File: config.mk
export PLATFORM = sky130hd
export DESIGN_NAME = i2s_xmtr_flat
export DESIGN_NICKNAME = d
export VERILOG_FILES = /design/src/rtl/eq_pkg.sv /design/src/rtl/i2s_xmtr_if.sv /design/src/rtl/i2s_sclk_gen.sv /design/src/rtl/i2s_xmtr.sv /design/src/flat_wrapper.sv
export SDC_FILE = /design/constraint.sdc
export NUM_CORES = 1
export LEC_CHECK = 0
export CAP_MARGIN = 20
export CORE_ASPECT_RATIO = 1.75
export CORE_UTILIZATION = 50
export DETAILED_ROUTE_END_ITERATION = 6
export PLACE_DENSITY = 0.82
export SLEW_MARGIN = 20
export SYNTH_ARGS = -nofsm -noshare
export SYNTH_HDL_FRONTEND = slang
export SYNTH_SLANG_ARGS = --single-unit
File: constraint.sdc
create_clock -name clk -period 2.7 [get_ports clk]
set_input_delay 0.405 -clock clk [delete_from_list [all_inputs] [get_ports clk]]
set_output_delay 0.405 -clock clk [all_outputs]
set_load 0.01 [all_outputs]
File: src/rtl/eq_pkg.sv
// Shared audio-path types and I2S framing constants.
package eq_pkg;
  typedef logic signed [15:0] aud_smpl_t;

  localparam int I2S_SLOT_BITS = 24;
  localparam int I2S_SCLK_HALF = 16;
  localparam int I2S_BIT_CNT_W = $clog2(2 * I2S_SLOT_BITS);

  // Counter width needed to index every sclk period of a stereo frame.
  function automatic int bit_cnt_w(input int slot_bits);
    return $clog2(2 * slot_bits);
  endfunction
endpackage

File: src/rtl/i2s_xmtr_if.sv
// Stereo sample handshake between the EQ output stage and the I2S transmitter.
interface i2s_xmtr_if #(
  parameter int DATA_W = 16
);
  logic signed [DATA_W-1:0] lft_smpl;
  logic signed [DATA_W-1:0] rght_smpl;
  logic                     smpl_vld;
  logic                     smpl_rdy;

  modport master (output lft_smpl, rght_smpl, smpl_vld, input smpl_rdy);
  modport slave  (input lft_smpl, rght_smpl, smpl_vld, output smpl_rdy);
endinterface

File: src/rtl/i2s_sclk_gen.sv
// Bit-clock divider: registered I2S_sclk plus strobes marking the clk edge on
// which sclk is about to fall or rise.
module i2s_sclk_gen #(
  parameter int SCLK_HALF = 16
) (
  input  logic clk,
  input  logic rst_n,
  output logic I2S_sclk,
  output logic sclk_fall,
  output logic sclk_rise
);
  localparam int DIV_W = (SCLK_HALF > 1) ? $clog2(SCLK_HALF) : 1;
  localparam logic [DIV_W-1:0] DIV_LAST = DIV_W'(SCLK_HALF - 1);

  logic [DIV_W-1:0] div_cnt;
  logic             wrap;

  // Strobes are combinational so serial state updates on the same edge sclk moves.
  assign wrap      = (div_cnt == DIV_LAST);
  assign sclk_fall = wrap & I2S_sclk;
  assign sclk_rise = wrap & ~I2S_sclk;

  always_ff @(posedge clk or negedge rst_n) begin
    if (!rst_n) begin
      div_cnt  <= '0;
      I2S_sclk <= 1'b0;
    end else if (wrap) begin
      div_cnt  <= '0;
      I2S_sclk <= ~I2S_sclk;
    end else begin
      div_cnt  <= div_cnt + DIV_W'(1);
    end
  end
endmodule

File: src/rtl/i2s_xmtr.sv
// I2S master transmitter: one-deep hold buffer feeding an MSB-first serializer
// that sends left then right in standard (one-bit-delayed) I2S slots.
module i2s_xmtr
  import eq_pkg::*;
#(
  parameter int SCLK_HALF = I2S_SCLK_HALF,
  parameter int SLOT_BITS = I2S_SLOT_BITS,
  parameter int DATA_W    = $bits(aud_smpl_t)
) (
  input  logic       clk,
  input  logic       rst_n,
  i2s_xmtr_if.slave  bus,
  output logic       I2S_sclk,
  output logic       I2S_ws,
  output logic       I2S_data,
  output logic       underrun
);
  localparam int CNT_W = bit_cnt_w(SLOT_BITS);
  localparam int IDX_W = (DATA_W > 1) ? $clog2(DATA_W) : 1;
  localparam logic [CNT_W-1:0] K_LAST     = CNT_W'(2 * SLOT_BITS - 1);
  localparam logic [CNT_W-1:0] K_SLOT     = CNT_W'(SLOT_BITS);
  localparam logic [CNT_W-1:0] K_LFT_END  = CNT_W'(DATA_W);
  localparam logic [CNT_W-1:0] K_RGHT_END = CNT_W'(SLOT_BITS + DATA_W);

  logic                     sclk_fall;
  logic                     sclk_rise;
  logic [CNT_W-1:0]         bit_cnt;
  logic [CNT_W-1:0]         k_next;
  logic [IDX_W-1:0]         lft_off;
  logic [IDX_W-1:0]         rght_off;
  logic signed [DATA_W-1:0] cur_lft;
  logic signed [DATA_W-1:0] cur_rght;
  logic signed [DATA_W-1:0] hold_lft;
  logic signed [DATA_W-1:0] hold_rght;
  logic                     hold_full;
  logic                     frame_wrap;
  logic                     data_next;
  logic                     accept;

  i2s_sclk_gen #(.SCLK_HALF(SCLK_HALF)) u_sclk_gen (
    .clk       (clk),
    .rst_n     (rst_n),
    .I2S_sclk  (I2S_sclk),
    .sclk_fall (sclk_fall),
    .sclk_rise (sclk_rise)
  );

  assign bus.smpl_rdy = ~hold_full;
  assign accept       = bus.smpl_vld & ~hold_full;

  // Bit k of the frame carries sample bit DATA_W-k, so the MSB lags the ws edge by one sclk.
  always_comb begin
    k_next     = (bit_cnt == K_LAST) ? '0 : bit_cnt + CNT_W'(1);
    frame_wrap = sclk_fall & (bit_cnt == K_LAST);
    lft_off    = IDX_W'(K_LFT_END - k_next);
    rght_off   = IDX_W'(K_RGHT_END - k_next);
    data_next  = 1'b0;
    if ((k_next >= CNT_W'(1)) && (k_next <= K_LFT_END))
      data_next = cur_lft[lft_off];
    else if ((k_next > K_SLOT) && (k_next <= K_RGHT_END))
      data_next = cur_rght[rght_off];
  end

  always_ff @(posedge clk or negedge rst_n) begin
    if (!rst_n) begin
      bit_cnt   <= '0;
      I2S_ws    <= 1'b0;
      I2S_data  <= 1'b0;
      underrun  <= 1'b0;
      hold_full <= 1'b0;
      cur_lft   <= '0;
      cur_rght  <= '0;
    end else begin
      underrun <= frame_wrap & ~hold_full;
      if (sclk_fall) begin
        bit_cnt  <= k_next;
        I2S_ws   <= (k_next >= K_SLOT);
        I2S_data <= data_next;
      end
      // An empty hold buffer at the frame boundary repeats the previous pair.
      if (frame_wrap && hold_full) begin
        cur_lft  <= hold_lft;
        cur_rght <= hold_rght;
      end
      if (accept)
        hold_full <= 1'b1;
      else if (frame_wrap)
        hold_full <= 1'b0;
    end
  end

  always_ff @(posedge clk) begin
    if (accept) begin
      hold_lft  <= bus.lft_smpl;
      hold_rght <= bus.rght_smpl;
    end
  end

  always_ff @(posedge clk) begin
    assert (!(sclk_fall && sclk_rise));
  end
endmodule

File: src/flat_wrapper.sv
// flat-port wrapper written by rule: the top's interface ports become plain ports
module i2s_xmtr_flat import eq_pkg::*;
#(
  parameter int SCLK_HALF = I2S_SCLK_HALF,
  parameter int SLOT_BITS = I2S_SLOT_BITS,
  parameter int DATA_W    = $bits(aud_smpl_t)
)
  (clk, rst_n, I2S_sclk, I2S_ws, I2S_data, underrun, bus_lft_smpl, bus_rght_smpl, bus_smpl_vld, bus_smpl_rdy);
  i2s_xmtr_if #(.DATA_W(DATA_W)) bus_i ();
  input  logic clk;
  input  logic rst_n;
  output logic I2S_sclk;
  output logic I2S_ws;
  output logic I2S_data;
  output logic underrun;
  input wire logic [$bits(bus_i.lft_smpl)-1:0] bus_lft_smpl;
  input wire logic [$bits(bus_i.rght_smpl)-1:0] bus_rght_smpl;
  input wire logic [$bits(bus_i.smpl_vld)-1:0] bus_smpl_vld;
  output wire logic [$bits(bus_i.smpl_rdy)-1:0] bus_smpl_rdy;
  assign bus_i.lft_smpl = bus_lft_smpl;
  assign bus_i.rght_smpl = bus_rght_smpl;
  assign bus_i.smpl_vld = bus_smpl_vld;
  assign bus_smpl_rdy = bus_i.smpl_rdy;
  i2s_xmtr #(.SCLK_HALF(SCLK_HALF), .SLOT_BITS(SLOT_BITS), .DATA_W(DATA_W)) u_core (.clk(clk), .rst_n(rst_n), .bus(bus_i), .I2S_sclk(I2S_sclk), .I2S_ws(I2S_ws), .I2S_data(I2S_data), .underrun(underrun));
endmodule
# Word-level counts from Yosys, hierarchy flattened
# Index checks and enable logic that the tools add are counted.
[classes] add_sub_neg=4 order_cmp=7 n_eq_ne=2 mux=10 bitwise=6 n_reduce_logical=4
[ops] operator="< comparator 4 x 5 -> 1 bit (second input constant)" count=2
[ops] operator="binary-select mux 1 bit (select 4 bit)" count=2
[ops] operator="adder 6 x 1 -> 6 bit (second input constant)" count=1
[ops] operator="equality test 6 bit (second input constant)" count=1
[ops] operator=">= comparator 6 x 1 -> 1 bit (second input constant)" count=1
[ops] operator=">= comparator 6 x 5 -> 1 bit (second input constant)" count=1
[ops] operator="greater-than comparator 6 x 5 -> 1 bit (second input constant)" count=1
[ops] operator="<= comparator 6 x 5 -> 1 bit (second input constant)" count=1
[ops] operator="<= comparator 6 bit (second input constant)" count=1
[ops] operator="2-to-1 mux 1 bit" count=6
[ops] operator="2-to-1 mux 6 bit" count=1
[ops] operator="adder 4 x 1 -> 4 bit (second input constant)" count=1
[ops] operator="AND 1 bit" count=4
[ops] operator="equality test 4 bit (second input constant)" count=1
[ops] operator="2-to-1 mux 4 bit" count=1
[ops] operator="subtractor 1 x 4 -> 4 bit (first input constant)" count=1
[ops] operator="subtractor 4 bit (first input constant)" count=1
[ops] operator="logical AND 1 bit" count=3
[ops] operator="NOT 1 bit" count=2
[ops] operator="nonzero test 2 bit" count=1
[word_totals] reg_bits=79 inputBits=35 wordCells=44

# Depth between registers and ports, before layout
[depth] depth_word=7 mapped_depth=10

# Modules after synthesis
# Synthesis repeated with hierarchy kept, for this count alone.
[unflattened] cells_unflattened=234 area_unflattened_um2=3383.2
[by_module_without_submodules] mod="i2s_xmtr" instances=1 cells_each=216 area_per_inst_um2=3169.3 seq_area_each_um2=2011.9
[by_module_without_submodules] mod="i2s_sclk_gen" instances=1 cells_each=18 area_per_inst_um2=214.0 seq_area_each_um2=125.1

# Worst setup path before layout
# OpenSTA, ideal clock, no wires.
[synth_path] path_kind="reg-to-reg" from="register u_core.bit_cnt[0]" to="register u_core.I2S_data" arrival_ns=2.327 required_ns=2.574 path_slack_ns=0.247 path_stages_with_launch=9 n_path_buf=2 cell_sequence="dfrtp_1 buf_2 inv_1 ha_1 clkbuf_1 mux4_1 mux2i_1 a21oi_1 a221o_1"
[synth_via] elab_chain_len=7
[synth_lines] item="start, declared" line_no="i2s_xmtr.sv:27" text="logic [CNT_W-1:0] bit_cnt;"
[synth_lines] item="start signal, assigned" line_no="i2s_xmtr.sv:76" text="bit_cnt <= k_next;"
[synth_lines] item="adder 6 x 1 -> 6 bit / equality test 6 bit (equally long branches)" line_no="i2s_xmtr.sv:53" text="k_next = (bit_cnt == K_LAST) ? '0 : bit_cnt + CNT_W'(1);"
[synth_lines] item="2-to-1 mux 6 bit (*)" line_no="i2s_xmtr.sv:53"
[synth_lines] item="net u_core.k_next[1]" line_no="i2s_xmtr.sv:28" text="logic [CNT_W-1:0] k_next;"
[synth_lines] item="subtractor 4 bit" line_no="i2s_xmtr.sv:56" text="rght_off = IDX_W'(K_RGHT_END - k_next);"
[synth_lines] item="binary-select mux 1 bit (select 4 bit)" line_no="i2s_xmtr.sv:61" text="data_next = cur_rght[rght_off];"
[synth_lines] item="2-to-1 mux 1 bit (implied by the code)" line_no="i2s_xmtr.sv:61"
[synth_lines] item="2-to-1 mux 1 bit" line_no="i2s_xmtr.sv:60" text="else if ((k_next > K_SLOT) && (k_next <= K_RGHT_END))"
[synth_lines] item="2-to-1 mux 1 bit (*)" line_no="i2s_xmtr.sv:58" text="if ((k_next >= CNT_W'(1)) && (k_next <= K_LFT_END))"
[synth_lines] item="end signal, assigned" line_no="i2s_xmtr.sv:78" text="I2S_data <= data_next;"
[synth_lines] item="end, declared" line_no="i2s_xmtr.sv:15" text="output logic I2S_data,"
# Mark *: on every way through the listed nets, which the timed path passes. The rest lies on a longest branch. The select of a mux whose other input is x is not followed.
# A chain may end at the register's enable or synchronous reset.

# Final worst setup path
[layout_path] from="register u_core.bit_cnt[0]" to="register u_core.I2S_data"
[layout_via] elab_chain_len=7
[layout_lines] item="adder 6 x 1 -> 6 bit / equality test 6 bit (equally long branches)" line_no="i2s_xmtr.sv:53"
[layout_lines] item="2-to-1 mux 6 bit (*)" line_no="i2s_xmtr.sv:53"
[layout_lines] item="subtractor 4 bit" line_no="i2s_xmtr.sv:56"
[layout_lines] item="binary-select mux 1 bit (select 4 bit)" line_no="i2s_xmtr.sv:61"
[layout_lines] item="2-to-1 mux 1 bit (implied by the code)" line_no="i2s_xmtr.sv:61"
[layout_lines] item="2-to-1 mux 1 bit" line_no="i2s_xmtr.sv:60"
[layout_lines] item="2-to-1 mux 1 bit (*)" line_no="i2s_xmtr.sv:58"
# Mark *: on every way between the ends. The rest lies on a longest branch, timed or not. The select of a mux whose other input is x is not followed.

==> impl_results.md <==
- Total gr overflow: 0
- Synth cell count leaders: 47 x dfrtp_1, 32 x edfxtp_1, 32 x mux2_2, 11 x nand2_1, 11 x o21ai_0
- Setup TNS: 0 ns
- CTS tree: done
- Vias in the first global route: 2171
- GRT Total Usage: 18.6%
- Synth Cell Area: 0.00340 mm^2
- Syn nets: 275
- Worst setup EP type: register
- CP Class: reg2reg
- WHS: 0.0419 ns
- Max FO, Critical Path: 10
- Routed WL: 5730 um
- Required @ worst endpoint: 2.91 ns
- Count leader, synth: dfrtp_1
- Maximum VDD drop: 0.000658 V
- Antenna violations before repair: 0
- Largest net degree at the start of global routing: 34
- Max Cap Viol: 0
- Clock Skew: 0.00524 ns
- CP max stage delay: 0.53 ns
- Row count: 39
- P&R area growth vs syn: 23.7%
- Port Buffers: 39
- Outcome: completed
- Fillcell total: 500
- EDFF count, synth: 32
- # DRC: 0
- Ys flop type: dfrtp_1
- Hold Crit Class: in2async
- Final Hold Fails: 0
- Final period util: 96.5%
- Synth area leader: dfrtp_1
- Pwr Density: 591 mW/mm^2
- Die H: 111 um
- Diode count: 0
- Post-synth top area share: 34.6%
- CP bufs+invs: 0
- CP cell instances: ha_1 > nand3_4 > o21a_1 > mux4_2 > nor2b_4 > a211oi_2 > a21oi_1 > a221o_1
- Synth cell types: 45
- Drt pass-1 iters: 4
- Initial drt markers: 122
- Worst Path Arrival: 2.82 ns
- GPL Wtd Cong: 0.870
- Final net count: 323
- Synth area leaders: dfrtp_1 35%, edfxtp_1 28%, mux2_2 11%
- Register area share after synthesis: 62.9%
- Cells after Synth: 237
- DIE AREA: 0.00714 mm^2
- Ys Warns: 0
- Initial Util: 52.0%
- Worst slew margin: 65.4%
- Hold buffer count at cts: 0
- Yosys reg bits: 79
- Root Buffer: clkbuf_16
- Final worst path period need: 2.60 ns
- Critical Path Source Type: register
- Core area: 0.00654 mm^2
- Post-DRT Antenna Nets: 0
- Share of cells above drive strength 1: 23.4%
- Post-Syn Area per Cell: 14.3 um^2
- Async S/R FF share, synth: 59.5%
- Delay-heaviest family, CP: compound AO/OA/AOI/OAI gates
- First-pass GRT wire length: 9770 um
- Vias: 2057
- Worst Max-Slew Pin Slew: 0.519 ns
- Leakage: 1.74 nW
- TritonCTS Sinks: 79
- CTS Buf Count: 9
- H-tree levels: 3
- Die W: 64.3 um
- Clock transition at path regs: 0.06 ns
- Slew Limit Fails: 0
- Reg2Reg Setup Slack: 0.1 ns
- Unrepaired setup endpoints after global routing: false
- Hpwl dp: 4080 um
- Worst path slowest cell: mux4_2
- Worst skew pair latency: 0.33 ns
- Max Freq: 384 MHz
- # IOs: 40
- Clock Path Buffers: 2
- WL/cell: 15.4 um
- Vias per cell: 5.53
- Final setup fails: 0
## layout by cell type (no fill, tap or decap), drive strengths merged, types with 2 or more instances in the layout
cell type	Yosys	final
dfrtp	47	47
clkdlybuf4s50	0	38
mux2	35	35
edfxtp	32	32
buf	6	13
clkbuf	8	13
nand2	11	11
o21ai	11	11
nor2b	9	9
a211oi	8	8
nor2	7	7
xor2	5	5
a21oi	5	5
inv	4	4
nor3	4	4
nand3	4	4
mux4	4	4
a21o	3	3
o31ai	3	3
o32ai	3	3
mux2i	3	3
ha	3	3
and3	2	2
nand2b	2	2
or3	2	2
o21a	2	2
a31oi	2	2
## where the power goes
part	switching [W]	internal [W]	total, W
combinational	0.0000200	0.0000428	0.0000628
sequential	0.000000000000000000405	0.00125	0.00125
clock	0.000432	0.000739	0.00117
total	0.000452	0.00203	0.00249
## sequential cells by signal, indices dropped and copies added (netlist names)
name                        count
u_core.I2S_data                 1
u_core.u_sclk_gen.I2S_sclk      1
u_core.hold_full                1
u_core.hold_rght               16
u_core.cur_rght                16
u_core.bit_cnt                  6
u_core.cur_lft                 16
u_core.hold_lft                16
u_core.I2S_ws                   1
u_core.underrun                 1
u_core.u_sclk_gen.div_cnt       4
## cells by family (layout without fill, tap and decap cells)
group | count (synthesis) | after routing | synth area share [%]
simple gates | 45 | 45 | 7.33
compound gates | 44 | 44 | 9.13
mux | 42 | 42 | 15.5
buf+inv | 18 | 71 | 2.54
flops | 79 | 79 | 62.9
fa+ha+maj | 3 | 3 | 1.10
xor+xnor | 6 | 6 | 1.55
## area by class of cell
cell class | instances | area (um^2) | area share (%)
Clock inverter | 3 | 42.5 | 1.01
Tap cell | 82 | 103 | 2.44
Clock buffer | 13 | 250 | 5.95
Timing Repair Buffer | 51 | 475 | 11.3
Sequential cell | 79 | 2140 | 50.9
Inverter | 4 | 15.0 | 0.357
Multi-Input combinational cell | 140 | 1180 | 28.1
## worst paths after layout
kind	startpoint	to	cells past startpoint
setup / recovery	u_core.bit_cnt[0]	u_core.I2S_data	8
hold / removal	rst_n	u_core.hold_full	1
setup reg to reg	u_core.bit_cnt[0]	u_core.I2S_data	8
hold reg to reg	u_core.hold_rght[3]	u_core.cur_rght[3]	1
max in group asynchronous	rst_n	u_core.bit_cnt[0]	2
min in group clk	u_core.hold_rght[3]	u_core.cur_rght[3]	1
## what timing repair did
item	4_1_cts	5_1_grt
setup buffers	0	0
endpoints found under the setup margin	0	1
resized for setup	0	2
endpoints found under the hold margin	0	0
## layer usage
layer / vias to the layer above / global-route usage, % / share of wire (%)
li1: 979 / - / -
met1: 1011 / 19.5 / 38
met2: 49 / 31.8 / 55
met3: 18 / 5.25 / 3.3
met4: 0 / 12.0 / 3.3
met5: - / 0 / 0
## through the flow
| stage | instances | instance area [um^2] | worst slack (ns) | util [%] | power (W) |
|---|---|---|---|---|---|
| after global placement | 356 | 3910 | 0.160 | 59.8 | 0.00134 |
| after CTS | 372 | 4200 | 0.0611 | 64.2 | 0.00251 |
| after floorplan | 237 | 3400 | 0.247 | - | 0.00127 |
| after global routing | 372 | 4200 | 0.00152 | 64.3 | 0.00256 |
| final | 372 | 4200 | 0.0957 | 64.3 | 0.00249 |
| after detailed placement | 356 | 3910 | 0.0809 | 59.8 | 0.00134 |
(Power assumes the default switching activity.)
